### src/rtl/ctrl_pipe.sv
// ---------------------------------------------------------------------------
// ctrl_pipe
//
// Purpose:
//   Carries the decode-stage control fields of the 5-stage RV32I core through
//   the Execute, Memory and Writeback pipeline registers. Each stage holds a
//   valid bit and the destination register. Each stage can also be held
//   (stall) or turned into a bubble (flush) by the hazard unit.
//
//   A bubble is a stage with every field at zero, so it has no side effects.
//   Every output is driven directly by a flop. No input reaches an output
//   combinationally.
//
// Stall/flush semantics:
//   holdM = StallM
//   holdE = StallE | StallM
//     Holds propagate backwards, so no instruction is lost while M is held.
//   E : FlushE -> bubble, else holdE -> keep, else load D (a bubble if !ValidD)
//   M : FlushM -> bubble, else holdM -> keep, else load the pre-edge E fields
//   W : holdM  -> bubble (so an instruction never retires twice), else load M
//   Flush wins over stall when both hit the same stage on the same edge.
//
// Ports:
//   clk, reset        clock (rising edge) and asynchronous active-high reset
//   *D                decode-stage control fields from the main controller
//   StallE, FlushE    hazard-unit controls for the E register
//   StallM, FlushM    hazard-unit controls for the M register
//   *E                E-stage fields (to the EX datapath and hazard unit)
//   *M                M-stage fields (to the data memory and forwarding)
//   *W                W-stage fields (to the writeback mux and forwarding)
//
// Optional feature (macro CTRL_PIPE_PERF_EN):
//   instretCnt  counts edges that leave a valid instruction in W
//   bubbleCnt   counts bubbles inserted: +1 for FlushE, +1 for holdM
//   Both counters are 32 bits and wrap.
// ---------------------------------------------------------------------------
module ctrl_pipe #(
    parameter int RD_W   = 5,
    parameter int ALUC_W = 4
) (
    input  logic              clk,
    input  logic              reset,
    // decode-stage fields
    input  logic              ValidD,
    input  logic              RegWriteD,
    input  logic [1:0]        ResultSrcD,
    input  logic              MemWriteD,
    input  logic              JumpD,
    input  logic              BranchD,
    input  logic [ALUC_W-1:0] ALUControlD,
    input  logic              ALUSrcD,
    input  logic              SrcAsrcD,
    input  logic              jumpRegD,
    input  logic [2:0]        funct3D,
    input  logic [RD_W-1:0]   RdD,
    // hazard controls
    input  logic              StallE,
    input  logic              FlushE,
    input  logic              StallM,
    input  logic              FlushM,
    // E stage
    output logic              ValidE,
    output logic              RegWriteE,
    output logic [1:0]        ResultSrcE,
    output logic              MemWriteE,
    output logic              JumpE,
    output logic              BranchE,
    output logic [ALUC_W-1:0] ALUControlE,
    output logic              ALUSrcE,
    output logic              SrcAsrcE,
    output logic              jumpRegE,
    output logic [2:0]        funct3E,
    output logic [RD_W-1:0]   RdE,
    // M stage
    output logic              ValidM,
    output logic              RegWriteM,
    output logic [1:0]        ResultSrcM,
    output logic              MemWriteM,
    output logic [2:0]        funct3M,
    output logic [RD_W-1:0]   RdM,
    // W stage
    output logic              ValidW,
    output logic              RegWriteW,
    output logic [1:0]        ResultSrcW,
    output logic [RD_W-1:0]   RdW
`ifdef CTRL_PIPE_PERF_EN
    ,
    output logic [31:0]       instretCnt,
    output logic [31:0]       bubbleCnt
`endif
);

    logic hold_e;
    logic hold_m;

    assign hold_m = StallM;
    assign hold_e = StallE | StallM;

    // ---------------- E register ----------------
    logic              valid_e_d,       valid_e_q;
    logic              reg_write_e_d,   reg_write_e_q;
    logic [1:0]        result_src_e_d,  result_src_e_q;
    logic              mem_write_e_d,   mem_write_e_q;
    logic              jump_e_d,        jump_e_q;
    logic              branch_e_d,      branch_e_q;
    logic [ALUC_W-1:0] alu_control_e_d, alu_control_e_q;
    logic              alu_src_e_d,     alu_src_e_q;
    logic              src_a_src_e_d,   src_a_src_e_q;
    logic              jump_reg_e_d,    jump_reg_e_q;
    logic [2:0]        funct3_e_d,      funct3_e_q;
    logic [RD_W-1:0]   rd_e_d,          rd_e_q;

    always_comb begin
        // Bubble by default: covers FlushE and a non-valid decode slot.
        valid_e_d       = 1'b0;
        reg_write_e_d   = 1'b0;
        result_src_e_d  = '0;
        mem_write_e_d   = 1'b0;
        jump_e_d        = 1'b0;
        branch_e_d      = 1'b0;
        alu_control_e_d = '0;
        alu_src_e_d     = 1'b0;
        src_a_src_e_d   = 1'b0;
        jump_reg_e_d    = 1'b0;
        funct3_e_d      = '0;
        rd_e_d          = '0;
        if (!FlushE) begin
            if (hold_e) begin
                valid_e_d       = valid_e_q;
                reg_write_e_d   = reg_write_e_q;
                result_src_e_d  = result_src_e_q;
                mem_write_e_d   = mem_write_e_q;
                jump_e_d        = jump_e_q;
                branch_e_d      = branch_e_q;
                alu_control_e_d = alu_control_e_q;
                alu_src_e_d     = alu_src_e_q;
                src_a_src_e_d   = src_a_src_e_q;
                jump_reg_e_d    = jump_reg_e_q;
                funct3_e_d      = funct3_e_q;
                rd_e_d          = rd_e_q;
            end else if (ValidD) begin
                valid_e_d       = 1'b1;
                reg_write_e_d   = RegWriteD;
                result_src_e_d  = ResultSrcD;
                mem_write_e_d   = MemWriteD;
                jump_e_d        = JumpD;
                branch_e_d      = BranchD;
                alu_control_e_d = ALUControlD;
                alu_src_e_d     = ALUSrcD;
                src_a_src_e_d   = SrcAsrcD;
                jump_reg_e_d    = jumpRegD;
                funct3_e_d      = funct3D;
                rd_e_d          = RdD;
            end
        end
    end

    // ---------------- M register ----------------
    logic            valid_m_d,      valid_m_q;
    logic            reg_write_m_d,  reg_write_m_q;
    logic [1:0]      result_src_m_d, result_src_m_q;
    logic            mem_write_m_d,  mem_write_m_q;
    logic [2:0]      funct3_m_d,     funct3_m_q;
    logic [RD_W-1:0] rd_m_d,         rd_m_q;

    always_comb begin
        valid_m_d      = 1'b0;
        reg_write_m_d  = 1'b0;
        result_src_m_d = '0;
        mem_write_m_d  = 1'b0;
        funct3_m_d     = '0;
        rd_m_d         = '0;
        if (!FlushM) begin
            if (hold_m) begin
                valid_m_d      = valid_m_q;
                reg_write_m_d  = reg_write_m_q;
                result_src_m_d = result_src_m_q;
                mem_write_m_d  = mem_write_m_q;
                funct3_m_d     = funct3_m_q;
                rd_m_d         = rd_m_q;
            end else begin
                // Reads the E flops, so a same-edge FlushE does not affect it.
                valid_m_d      = valid_e_q;
                reg_write_m_d  = reg_write_e_q;
                result_src_m_d = result_src_e_q;
                mem_write_m_d  = mem_write_e_q;
                funct3_m_d     = funct3_e_q;
                rd_m_d         = rd_e_q;
            end
        end
    end

    // ---------------- W register ----------------
    logic            valid_w_d,      valid_w_q;
    logic            reg_write_w_d,  reg_write_w_q;
    logic [1:0]      result_src_w_d, result_src_w_q;
    logic [RD_W-1:0] rd_w_d,         rd_w_q;

    always_comb begin
        // W never stalls. While M holds, W takes a bubble so that the held
        // instruction retires only once, after it leaves M.
        valid_w_d      = 1'b0;
        reg_write_w_d  = 1'b0;
        result_src_w_d = '0;
        rd_w_d         = '0;
        if (!hold_m) begin
            valid_w_d      = valid_m_q;
            reg_write_w_d  = reg_write_m_q;
            result_src_w_d = result_src_m_q;
            rd_w_d         = rd_m_q;
        end
    end

    always_ff @(posedge clk or posedge reset) begin
        if (reset) begin
            valid_e_q       <= 1'b0;
            reg_write_e_q   <= 1'b0;
            result_src_e_q  <= '0;
            mem_write_e_q   <= 1'b0;
            jump_e_q        <= 1'b0;
            branch_e_q      <= 1'b0;
            alu_control_e_q <= '0;
            alu_src_e_q     <= 1'b0;
            src_a_src_e_q   <= 1'b0;
            jump_reg_e_q    <= 1'b0;
            funct3_e_q      <= '0;
            rd_e_q          <= '0;
            valid_m_q       <= 1'b0;
            reg_write_m_q   <= 1'b0;
            result_src_m_q  <= '0;
            mem_write_m_q   <= 1'b0;
            funct3_m_q      <= '0;
            rd_m_q          <= '0;
            valid_w_q       <= 1'b0;
            reg_write_w_q   <= 1'b0;
            result_src_w_q  <= '0;
            rd_w_q          <= '0;
        end else begin
            valid_e_q       <= valid_e_d;
            reg_write_e_q   <= reg_write_e_d;
            result_src_e_q  <= result_src_e_d;
            mem_write_e_q   <= mem_write_e_d;
            jump_e_q        <= jump_e_d;
            branch_e_q      <= branch_e_d;
            alu_control_e_q <= alu_control_e_d;
            alu_src_e_q     <= alu_src_e_d;
            src_a_src_e_q   <= src_a_src_e_d;
            jump_reg_e_q    <= jump_reg_e_d;
            funct3_e_q      <= funct3_e_d;
            rd_e_q          <= rd_e_d;
            valid_m_q       <= valid_m_d;
            reg_write_m_q   <= reg_write_m_d;
            result_src_m_q  <= result_src_m_d;
            mem_write_m_q   <= mem_write_m_d;
            funct3_m_q      <= funct3_m_d;
            rd_m_q          <= rd_m_d;
            valid_w_q       <= valid_w_d;
            reg_write_w_q   <= reg_write_w_d;
            result_src_w_q  <= result_src_w_d;
            rd_w_q          <= rd_w_d;
        end
    end

    assign ValidE      = valid_e_q;
    assign RegWriteE   = reg_write_e_q;
    assign ResultSrcE  = result_src_e_q;
    assign MemWriteE   = mem_write_e_q;
    assign JumpE       = jump_e_q;
    assign BranchE     = branch_e_q;
    assign ALUControlE = alu_control_e_q;
    assign ALUSrcE     = alu_src_e_q;
    assign SrcAsrcE    = src_a_src_e_q;
    assign jumpRegE    = jump_reg_e_q;
    assign funct3E     = funct3_e_q;
    assign RdE         = rd_e_q;
    assign ValidM      = valid_m_q;
    assign RegWriteM   = reg_write_m_q;
    assign ResultSrcM  = result_src_m_q;
    assign MemWriteM   = mem_write_m_q;
    assign funct3M     = funct3_m_q;
    assign RdM         = rd_m_q;
    assign ValidW      = valid_w_q;
    assign RegWriteW   = reg_write_w_q;
    assign ResultSrcW  = result_src_w_q;
    assign RdW         = rd_w_q;

`ifdef CTRL_PIPE_PERF_EN
    logic [31:0] instret_cnt_d, instret_cnt_q;
    logic [31:0] bubble_cnt_d,  bubble_cnt_q;

    always_comb begin
        // valid_w_d is the post-edge ValidW.
        instret_cnt_d = instret_cnt_q + {31'd0, valid_w_d};
        // A flush of E and a hold of M on the same edge are two bubbles.
        bubble_cnt_d  = bubble_cnt_q + {31'd0, FlushE} + {31'd0, hold_m};
    end

    always_ff @(posedge clk or posedge reset) begin
        if (reset) begin
            instret_cnt_q <= '0;
            bubble_cnt_q  <= '0;
        end else begin
            instret_cnt_q <= instret_cnt_d;
            bubble_cnt_q  <= bubble_cnt_d;
        end
    end

    assign instretCnt = instret_cnt_q;
    assign bubbleCnt  = bubble_cnt_q;
`endif

endmodule

### config.mk
export PLATFORM = sky130hd
export DESIGN_NAME = ctrl_pipe
export DESIGN_NICKNAME = d
export VERILOG_FILES = /design/src/rtl/ctrl_pipe.sv
export SDC_FILE = /design/constraint.sdc
export NUM_CORES = 1
export LEC_CHECK = 0
export CAP_MARGIN = 20
export CELL_PAD_IN_SITES_DETAIL_PLACEMENT = 2
export CELL_PAD_IN_SITES_GLOBAL_PLACEMENT = 2
export CORE_ASPECT_RATIO = 0.7
export CORE_MARGIN = 5
export CORE_UTILIZATION = 29
export DETAILED_ROUTE_END_ITERATION = 8
export HOLD_SLACK_MARGIN = 0.12
export PLACE_DENSITY_LB_ADDON = 0.25
export SYNTH_ARGS = -nofsm -noshare
export SYNTH_HDL_FRONTEND = slang
export SYNTH_SLANG_ARGS = --single-unit
### constraint.sdc
create_clock -name clk -period 3.59 [get_ports clk]
set_clock_uncertainty 0.1 [all_clocks]
set_input_delay 0.8975 -clock clk [delete_from_list [all_inputs] [get_ports clk]]
set_output_delay 0.8975 -clock clk [all_outputs]
set_load 0.01 [all_outputs]
### After elaboration in Yosys (flattened, before gate mapping)

Cells that the tools add are included.

| word-level totals | value |
|---|---|
| register bits after elaboration | 44 |
| bits of input ports | 28 |
| output and inout port bits | 44 |
| word-level logic and storage cells | 77 |

| operators by class | value |
|---|---|
| equality and inequality tests | 2 |
| muxes and demuxes | 52 |
| bitwise operators | 1 |

Operators by type and width:

| cell | number |
|---|---|
| 1-bit 2-to-1 mux | 32 |
| 5-bit 2-to-1 mux | 6 |
| 3-bit 2-to-1 mux | 5 |
| 2-bit 2-to-1 mux | 6 |
| 4-bit 2-to-1 mux | 3 |
| 2-bit by 1-bit != test with 1-bit output (second input constant) | 1 |
| 2-bit != test (second input constant) | 1 |
| 1-bit OR | 1 |

### Depth between registers and ports, before layout

Gate-level depths: netlist of run 1.

| logic depth | value |
|---|---|
| depth in word-level cells | 3 |
| mapped depth | 4 |
| depth with buffers taken out | 2 |

### Worst setup path before layout of run 1

No wires, ideal clock.

| timing | value |
|---|---|
| path kind | in2reg |
| start | in StallE |
| end | reg valid_e_q (netlist: ValidE) |
| library setup time | 0.078 ns |
| arrival | 1.478 ns |
| required time | 3.412 ns |
| setup slack | 1.934 ns |
| stages | 3 |
| path buffers | 1 |
| path through | buf_2 > or3b_1 > a21oi_1 |

| between the ends | value |
|---|---|
| word-level cells in the longest chain between the ends | 2 |

Ends and longest elaborated chain:

| element | RTL line | text |
|---|---|---|
| from (decl) | 57 | `input logic StallE,` |
| 1-bit OR | 97 | `assign hold_e = StallE \| StallM;` |
| 2-bit != test (no source line) | n/a |  |
| to (signal assigned) | 239 | `valid_e_q <= valid_e_d;` |
| to (decl) | 100 | `logic valid_e_d, valid_e_q;` |

No other way between the ends.
A chain may end at the register's enable or synchronous reset.

### Worst setup path in the final report of run 1

| timing | value |
|---|---|
| start | in ValidD |
| end | reg valid_e_q (netlist: ValidE) |

| between the ends | value |
|---|---|
| word-level cells in the longest chain between the ends | 3 |

Ends and longest elaborated chain:

| element | RTL line | text |
|---|---|---|
| from (decl) | 44 | `input logic ValidD,` |
| 1-bit 2-to-1 mux | 141 | `end else if (ValidD) begin` |
| 1-bit 2-to-1 mux | 128 | `if (hold_e) begin` |
| 1-bit 2-to-1 mux | 127 | `if (!FlushE) begin` |

No other way between the ends. The select of a mux whose other input is x is not followed.

==> flow_metrics.py, run 1 <==
metrics = {
    "synth": {
        "yosysTopAreaCell": "dfrtp_1",
        "yosysTopAreaCellShare_pct": 58.01,
        "synth_cells": 162,
        "synth_async_sr_flop_share_pct": 100.0,
        "synthTopCellsByArea": "dfrtp_1 (58%), nand4bb_1 (12%), mux2i_1 (6.9%)",
        "synth.most_common_cell": "dfrtp_1",
        "netlist_top_cells_count": "dfrtp_1 (44), a21oi_1 (22), nand4bb_1 (21)",
        "yosysSeqAreaShare_pct": 58.01,
        "syn_nets": 190,
        "synth_edf_count": 0,
        "ys_types": 14,
        "synth.ff_latch_count": 44,
        "ys.flop_type": "dfrtp_1",
        "syn_area_um2": 1898,
        "synth-warning-count": 0,
        "avgSynthCellArea_um2": 11.72,
    },
    "power": {
        "p_total_mw": 0.9496,
        "powerDensity_nw_per_um2": 349.9,
        "p_leak_nw": 1.123,
        "ir_worst_vdd_uv": 138.3,
    },
    "placed_design": {
        "place_congestion": 0.6521,
        "dp_slack_ns": 0.9341,
        "dp.cells": 297,
        "portBuffers": 71,
        "dp_hpwl_um": 3805,
    },
    "critical_path": {
        "reg2reg_depth": 2,
        "cp_data_arrival_time_ns": 2.45,
        "critical_path_class": "in -> reg",
        "cp_data_required_time_ns": 3.69,
        "cp_max_fo": 22,
        "startpoint_type": "input pin",
        "endpoint_kind": "flip-flop",
    },
    "global_route": {
        "grt_pass1_wl_um": 8990,
        "grt_max_degree": 45,
        "grt_pass1_vias": 1670,
        "antenna_found_initial": 0,
        "grt_overflow": 0,
        "grt_util_all_layers_pct": 13.56,
    },
    "layout": {
        "syn_to_final_growth_pct": 42.98,
        "final_util_pct": 43.04,
        "layoutNonFillerInstCount": 305,
        "drive_above_1_share_pct": 4.405,
        "num-fill-cells": 660,
        "diodes": 0,
        "nets": 254,
    },
    "floorplanning": {
        "core_um2": 6306,
        "die_y_um": 77.69,
        "initial_core_util_pct": 30.10,
        "die_area_um2": 8289,
        "die_x_um": 106.7,
        "top_level_ports": 72,
        "rows": 24,
    },
    "clocking": {
        "tritoncts": "done",
        "cts_root_buf": "clkbuf_8",
        "cts.clk_slew.worst_paths_ns": 0.08,
        "post_cts_buffers": 0,
        "cts_buffers": 5,
        "clk_latency_ns": 0.29,
        "cts_resized": 0,
        "ctsHoldBuffers": 0,
        "cts.sinks": 44,
        "htreeDepth": 2,
        "cts_max_path_buffers": 2,
    },
    "detailed_routing": {
        "vias_per_cell": 4.885,
        "drt_iter0_drc": 34,
        "finalWirelength_um": 5436,
        "firstDrtPassIters": 4,
        "avgRoutedWirePerCell_um": 17.82,
        "vias": 1490,
        "postRouteAntennaNets": 0,
        "drc": 0,
    },
    "timing": {
        "fin_crit_sh_pct": 65.57,
        "slew_viol_final": 0,
        "clock.fmax_mhz": 424.8,
        "finalCriticalPeriod_ns": 2.354,
        "hold_viol": 0,
        "setup-tns-final_ns": 0,
        "final-setup-viol-count": 0,
        "tightest_slew_ns": 0.9506,
        "finalWorstSetupSlack_ns": 1.236,
        "slew_headroom_pct": 36.53,
        "rsz0062_at_grt": "false",
    },
    "worst_hold_path": {
        "holdPathStages": 1,
        "hold_path_class": "reg -> reg",
    },
    "outcome": {
        "outcome": "complete, no violations",
    },
    "job": {
        "maxCapViolations": 0,
    },
}
-- where the power goes --
group          switching [mW]  internal (mW)  total [mW]
clock network           0.159          0.157       0.316
logic                  0.0595         0.0618       0.121
registers             0.00704          0.505       0.512
-- layout by cell type (no fill, tap or decap), drive strengths merged --
master,instances
clkdlybuf4s50,70
dfrtp,44
or3b,1
inv,1
nand4bb,21
nor2b,9
mux2i,13
clkbuf,8
a21oi,22
o21ai,22
nor2,13
buf,3
-- path summary, 6_finish.rpt --
check                                             endpoint              startpoint  slack, ns
worst max-delay path                    ValidE$_DFFE_PP0P_                  ValidD       1.24
worst min-delay path                      RdW[1]$_DFF_PP0_      RdM[1]$_DFFE_PP0P_       0.43
worst max register to register      funct3M[1]$_DFFE_PP0P_  funct3E[1]$_DFFE_PP0P_       2.71
worst min register to register            RdW[1]$_DFF_PP0_      RdM[1]$_DFFE_PP0P_       0.43
max in group asynchronous       ALUControlE[2]$_DFFE_PP0P_                   reset       1.75
min in group asynchronous                 RdW[0]$_DFF_PP0_                   reset       1.05
-- critical path, stage by stage --
cell and delay, ns:
clkdlybuf4s50_1 1.00, or3b_1 0.41, a21oi_1 0.13
-- flip-flops by register name, summed over array words and instances (netlist names), 2 cells and up --
register	count
RdW	5
RdE	5
ResultSrcM	2
ResultSrcW	2
RdM	5
ResultSrcE	2
funct3E	3
ALUControlE	4
funct3M	3
-- per-stage QoR --
step / hold slack, ns / instance area (um2)
final: 0.4329 / 2714
after global routing: 0.4674 / 2714
after CTS: 0.4419 / 2714
after detailed placement: 0.4158 / 2624
after global placement: 0.4039 / 2624
after floorplan: 0.4506 / 1898
-- kinds of logic after synthesis --
family | share of synthesized area, %
flip-flops | 58.01
AND/OR/NAND/NOR | 18.46
buffers and inverters | 5.075
AO/OA/AOI/OAI | 11.60
multiplexers | 6.855
-- final cells by class --
cell class                      instances  area, um2  share of cell area, %
Sequential cell                        44       1101                  40.57
Inverter                                1      3.754                 0.1383
Clock buffer                            8      90.09                  3.320
Timing Repair Buffer                   73      720.7                  26.56
Tap cell                               78      97.59                  3.596
Multi-Input combinational cell        101      700.7                  25.82
-- layer usage --
layer | share of wire, % | track usage [%] | wire length [um] | up-vias
met3 | 5.2 | 3.731 | 281 | 2
met1 | 44 | 17.53 | 2414 | 748
li1 | - | - | - | 701
met4 | 0.66 | 4.215 | 36 | 0
met5 | 0 | 0 | 0 | -
met2 | 50 | 22.24 | 2705 | 39
Power figures use the tool's default switching activity.
==> inputs of run 2 (changes only) <==
Settings changed: CORE_UTILIZATION 29 to 27.
Clock period 3.59 ns to 2.3 ns, I/O delays scaled along.
==> run 2 against run 1 <==
Effect of this change:
- non-clock buffer count rose by 7
- via count is 2.6% higher
- sequential power is 56% higher
- final area grew 3.7%
- critical path type is now reg -> out
- count of clock-buffer cells in the layout decreased by 2
- first-iteration DRC count decreased by 29%
- final cell count up 7.5%
- global-route usage shrank 0.31 points
- combinational power up 69%
- clock power grew 60%
==> flow_metrics.py, run 2 (synthesized netlist as in run 1, its figures left out) <==
metrics = {
    "floorplanning": {
        "core_um2": 6788,
        "top_level_ports": 72,
        "die_area_um2": 8834,
        "initial_core_util_pct": 27.96,
        "rows": 25,
        "die_x_um": 110.2,
        "die_y_um": 80.15,
    },
    "timing": {
        "hold_viol": 0,
        "slew_headroom_pct": 74.29,
        "tightest_slew_ns": 0.3857,
        "fin_crit_sh_pct": 83.88,
        "setup-tns-final_ns": 0,
        "whs_ns": 0.4375,
        "rsz0062_at_grt": "false",
        "slew_viol_final": 0,
        "finalCriticalPeriod_ns": 1.929,
        "clock.fmax_mhz": 518.4,
        "final-setup-viol-count": 0,
        "finalWorstSetupSlack_ns": 0.3709,
    },
    "layout": {
        "mostFrequentLayoutCell": "clkdlybuf4s50_1",
        "final_cell_mix": "clkdlybuf4s50_1 (70), dfrtp_1 (44), a21oi_1 (22)",
        "nets": 261,
        "final_util_pct": 41.46,
        "final_area_um2": 2814,
        "drive_above_1_share_pct": 8.120,
        "syn_to_final_growth_pct": 48.25,
        "layoutNonFillerInstCount": 328,
        "diodes": 0,
    },
    "clocking": {
        "cts_buffers": 5,
        "cts.clk_slew.worst_paths_ns": 0.08,
        "post_cts_buffers": 0,
        "cts_root_buf": "clkbuf_8",
        "htreeDepth": 2,
        "cts.sinks": 44,
        "clk_latency_ns": 0.29,
        "cts_resized": 0,
        "tritoncts": "done",
        "ctsHoldBuffers": 0,
        "cts_max_path_buffers": 2,
    },
    "detailed_routing": {
        "finalWirelength_um": 5593,
        "vias": 1528,
        "postRouteAntennaNets": 0,
        "drt_iter0_drc": 24,
        "vias_per_cell": 4.659,
        "drc": 0,
        "firstDrtPassIters": 4,
        "avgRoutedWirePerCell_um": 17.05,
    },
    "outcome": {
        "outcome": "complete, no violations",
    },
    "global_route": {
        "grt_util_all_layers_pct": 13.26,
        "grt_pass1_wl_um": 9004,
        "antenna_found_initial": 0,
        "grt_pass1_vias": 1714,
        "grt_max_degree": 45,
        "grt_overflow": 0,
    },
    "critical_path": {
        "endpoint_kind": "output pin",
        "cpPeakStageDelay_ns": 0.56,
        "critical-path-top-delay-family": "buffers and inverters",
        "crit_slowest_cell": "clkdlybuf4s50_1",
        "critical_path_class": "reg -> out",
        "cp_data_arrival_time_ns": 1.25,
        "cp_data_required_time_ns": 1.62,
        "crit_chain": "clkdlybuf4s50_1",
        "critPathBufInv": 1,
        "startpoint_type": "flip-flop",
        "cp_max_fo": 3,
    },
    "power": {
        "p_total_mw": 1.509,
        "ir_worst_vdd_uv": 195.1,
        "p_leak_nw": 1.172,
        "powerDensity_nw_per_um2": 536.3,
    },
    "placed_design": {
        "dp.cells": 320,
        "post_dp_cell_area_um2": 2721,
        "dp_slack_ns": 0.2909,
        "place_congestion": 0.6611,
        "dp_hpwl_um": 3947,
        "portBuffers": 71,
    },
    "job": {
        "maxCapViolations": 0,
    },
    "worst_hold_path": {
        "hold_path_class": "reg -> reg",
    },
}
[run 2: changes by cell type in the layout (fill, tap and decap cells not counted)]
cell      delta
buf_4        +5
clkinv_2     +2
clkbuf_1     -2
buf_12       +2
[run 2: area by class of cell]
cell class                      instances  area (um2)
Clock buffer                            6       82.58
Tap cell                               94       117.6
Fill cell                             729        3974
Clock inverter                          2       10.01
Sequential cell                        44        1101
Multi-Input combinational cell        101       700.7
Inverter                                1       3.754
Timing Repair Buffer                   80       798.3
[run 2: worst paths after layout]
check / slack, ns / to / start / cells past startpoint
worst max-delay path: 0.37 / ValidM / ValidM$_DFFE_PP0P_ / 1
worst min-delay path: 0.44 / RdW[0]$_DFF_PP0_ / RdM[0]$_DFFE_PP0P_ / 1
worst min register to register: 0.44 / RdW[0]$_DFF_PP0_ / RdM[0]$_DFFE_PP0P_ / 1
worst max register to register: 1.48 / ValidM$_DFFE_PP0P_ / ValidM$_DFFE_PP0P_ / 2
min in group asynchronous: 0.54 / funct3M[0]$_DFFE_PP0P_ / reset / 3
max in group asynchronous: 1.33 / RdM[0]$_DFFE_PP0P_ / reset / 3
[run 2: power breakdown]
| part | internal [mW] | switching (mW) |
|---|---|---|
| combinational | 0.109 | 0.0960 |
| clock | 0.240 | 0.265 |
| sequential | 0.788 | 0.0108 |
| total | 1.14 | 0.372 |
[run 2: routing by layer]
layer | part of all wire, % | wire, um | vias to the layer above | track usage, %
li1 | - | - | 713 | -
met1 | 44 | 2488 | 769 | 16.44
met2 | 49 | 2761 | 38 | 22.64
met3 | 4.8 | 267 | 8 | 3.052
met4 | 1.4 | 76 | 0 | 4.428
met5 | 0 | 0 | - | 0
[run 2: worst reg2reg max path, stage by stage, from the launching register on]
cell and delay (ns):
dfrtp_1 0.42, mux2i_1 0.15, nor2_1 0.05
==> inputs of run 3 (changes only) <==
Clock period 2.3 ns to 1.9 ns, I/O delays scaled along.
==> run 3 against run 2 <==
Effect of this change:
- core utilization increased by 0.57 points
- register-to-register slack got worse by 0.43 ns
- worst setup slack got worse by 0.32 ns
- worst hold slack got worse by 0.013 ns
- sequential share of layout area decreased by 0.53 points
- count of clock-buffer cells in the layout decreased by 1
- global-route usage decreased by 0.16 points
- critical path depth unchanged
- largest cell class unchanged
==> flow_metrics.py, run 3 (synthesized netlist as in run 1, its figures left out) <==
metrics = {
    "outcome": {
        "outcome": "complete, no violations",
    },
    "layout": {
        "syn_to_final_growth_pct": 50.30,
        "multi_input_area_um2": 700.7,
        "final_area_um2": 2853,
        "regArea_um2": 1101,
        "num-fill-cells": 707,
        "drive_above_1_share_pct": 8.511,
        "mostFrequentLayoutCell": "clkdlybuf4s50_1",
        "final_cell_mix": "clkdlybuf4s50_1 (70), dfrtp_1 (44), a21oi_1 (22)",
        "nets": 262,
        "final_util_pct": 42.03,
        "diodes": 0,
    },
    "floorplanning": {
        "die_area_um2": 8834,
        "die_x_um": 110.2,
        "rows": 25,
        "die_y_um": 80.15,
        "top_level_ports": 72,
        "core_um2": 6788,
        "initial_core_util_pct": 27.96,
    },
    "detailed_routing": {
        "drc": 0,
        "drt_iter0_drc": 41,
        "vias": 1533,
        "finalWirelength_um": 5572,
        "postRouteAntennaNets": 0,
        "firstDrtPassIters": 4,
        "avgRoutedWirePerCell_um": 16.94,
        "vias_per_cell": 4.660,
    },
    "timing": {
        "rsz0062_at_grt": "false",
        "setup-tns-final_ns": 0,
        "hold_viol": 0,
        "tightest_slew_ns": 0.3295,
        "slew_viol_final": 0,
        "clock.fmax_mhz": 540.6,
        "slew_headroom_pct": 78.03,
        "finalCriticalPeriod_ns": 1.850,
        "finalWorstSetupSlack_ns": 0.05006,
        "fin_crit_sh_pct": 97.37,
        "final-setup-viol-count": 0,
    },
    "critical_path": {
        "critical_path_class": "reg -> out",
        "crit_chain": "clkdlybuf4s50_1",
        "endpoint_kind": "output pin",
        "cp_max_fo": 3,
        "critical-path-top-delay-family": "buffers and inverters",
        "reg2reg_depth": 2,
        "critPathBufInv": 1,
        "cp_data_arrival_time_ns": 1.27,
        "cp_data_required_time_ns": 1.32,
        "cp.depth": 1,
        "crit_slowest_cell": "clkdlybuf4s50_1",
        "cpPeakStageDelay_ns": 0.57,
        "startpoint_type": "flip-flop",
    },
    "global_route": {
        "antenna_found_initial": 0,
        "grt_max_degree": 45,
        "grt_pass1_vias": 1714,
        "grt_overflow": 0,
        "grt_util_all_layers_pct": 13.10,
        "grt_pass1_wl_um": 8873,
    },
    "job": {
        "maxCapViolations": 0,
    },
    "power": {
        "ir_worst_vdd_uv": 319.3,
        "p_leak_nw": 1.184,
        "p_total_mw": 1.936,
        "clock_power_share_pct": 37.0,
        "powerDensity_nw_per_um2": 678.7,
        "power_switching_mw": 0.4572,
        "comb_power_share_pct": 13.0,
        "internal_power_mw": 1.479,
        "seq_power_share_pct": 50.0,
        "swShare_pct": 23.62,
    },
    "clocking": {
        "post_cts_buffers": 0,
        "cts_root_buf": "clkbuf_8",
        "cts_resized": 0,
        "ctsHoldBuffers": 0,
        "cts.sinks": 44,
        "clk_latency_ns": 0.30,
        "cts_buffers": 5,
        "htreeDepth": 2,
        "cts.clk_slew.worst_paths_ns": 0.08,
        "tritoncts": "done",
        "cts_max_path_buffers": 2,
    },
    "worst_hold_path": {
        "hold_path_class": "in -> async",
    },
    "placed_design": {
        "dp_hpwl_um": 4024,
        "place_congestion": 0.6383,
        "dp_slack_ns": 0.09340,
        "portBuffers": 71,
        "post_dp_cell_area_um2": 2741,
    },
}
## run 3: cell type report
class | count | share of cell area, %
Tap cell | 94 | 4.123
Timing Repair Buffer | 81 | 28.68
Sequential cell | 44 | 38.60
Clock buffer | 5 | 2.412
Inverter | 1 | 0.1316
Multi-Input combinational cell | 101 | 24.56
Clock inverter | 3 | 1.491
## run 3: per-layer routing
metal  GRT usage [%]  routed length, um  vias to the layer above
li1                -                  -                      723
met1           16.44               2470                      764
met2           21.55               2719                       39
met3           3.534                304                        7
met4           4.797                 77                        0
met5               0                  0                        -
## run 3: path summary, 6_finish.rpt
| kind | start | slack [ns] | end |
|---|---|---|---|
| max | ValidE$_DFFE_PP0P_ | 0.05 | ValidE |
| min | reset | 0.42 | RdW[3]$_DFF_PP0_ |
| max reg2reg | RdM[2]$_DFFE_PP0P_ | 1.05 | RdM[2]$_DFFE_PP0P_ |
| min reg2reg | RdM[3]$_DFFE_PP0P_ | 0.43 | RdW[3]$_DFF_PP0_ |
| max in group asynchronous | reset | 1.07 | RdM[2]$_DFFE_PP0P_ |
| min in group clk | RdM[3]$_DFFE_PP0P_ | 0.43 | RdW[3]$_DFF_PP0_ |
## run 3: power by group through the flow
stage	clock network, mW	registers, mW	logic (mW)
after detailed placement	0	0.987	0.258
after global placement	0	0.987	0.255
after global routing	0.780	0.971	0.274
after floorplan	0	0.993	0.105
final	0.716	0.968	0.252
after CTS	0.744	0.969	0.258
## run 3: metrics by stage
| step | std cells | hold slack [ns] |
|---|---|---|
| 2_1_floorplan | 162 | 0.4381 |
| 3_5_place_dp | 321 | 0.4219 |
| 5_1_grt | 329 | 0.4658 |
| 6_report | 329 | 0.4246 |
| 3_3_place_gp | 321 | 0.4123 |
| 4_1_cts | 329 | 0.4263 |
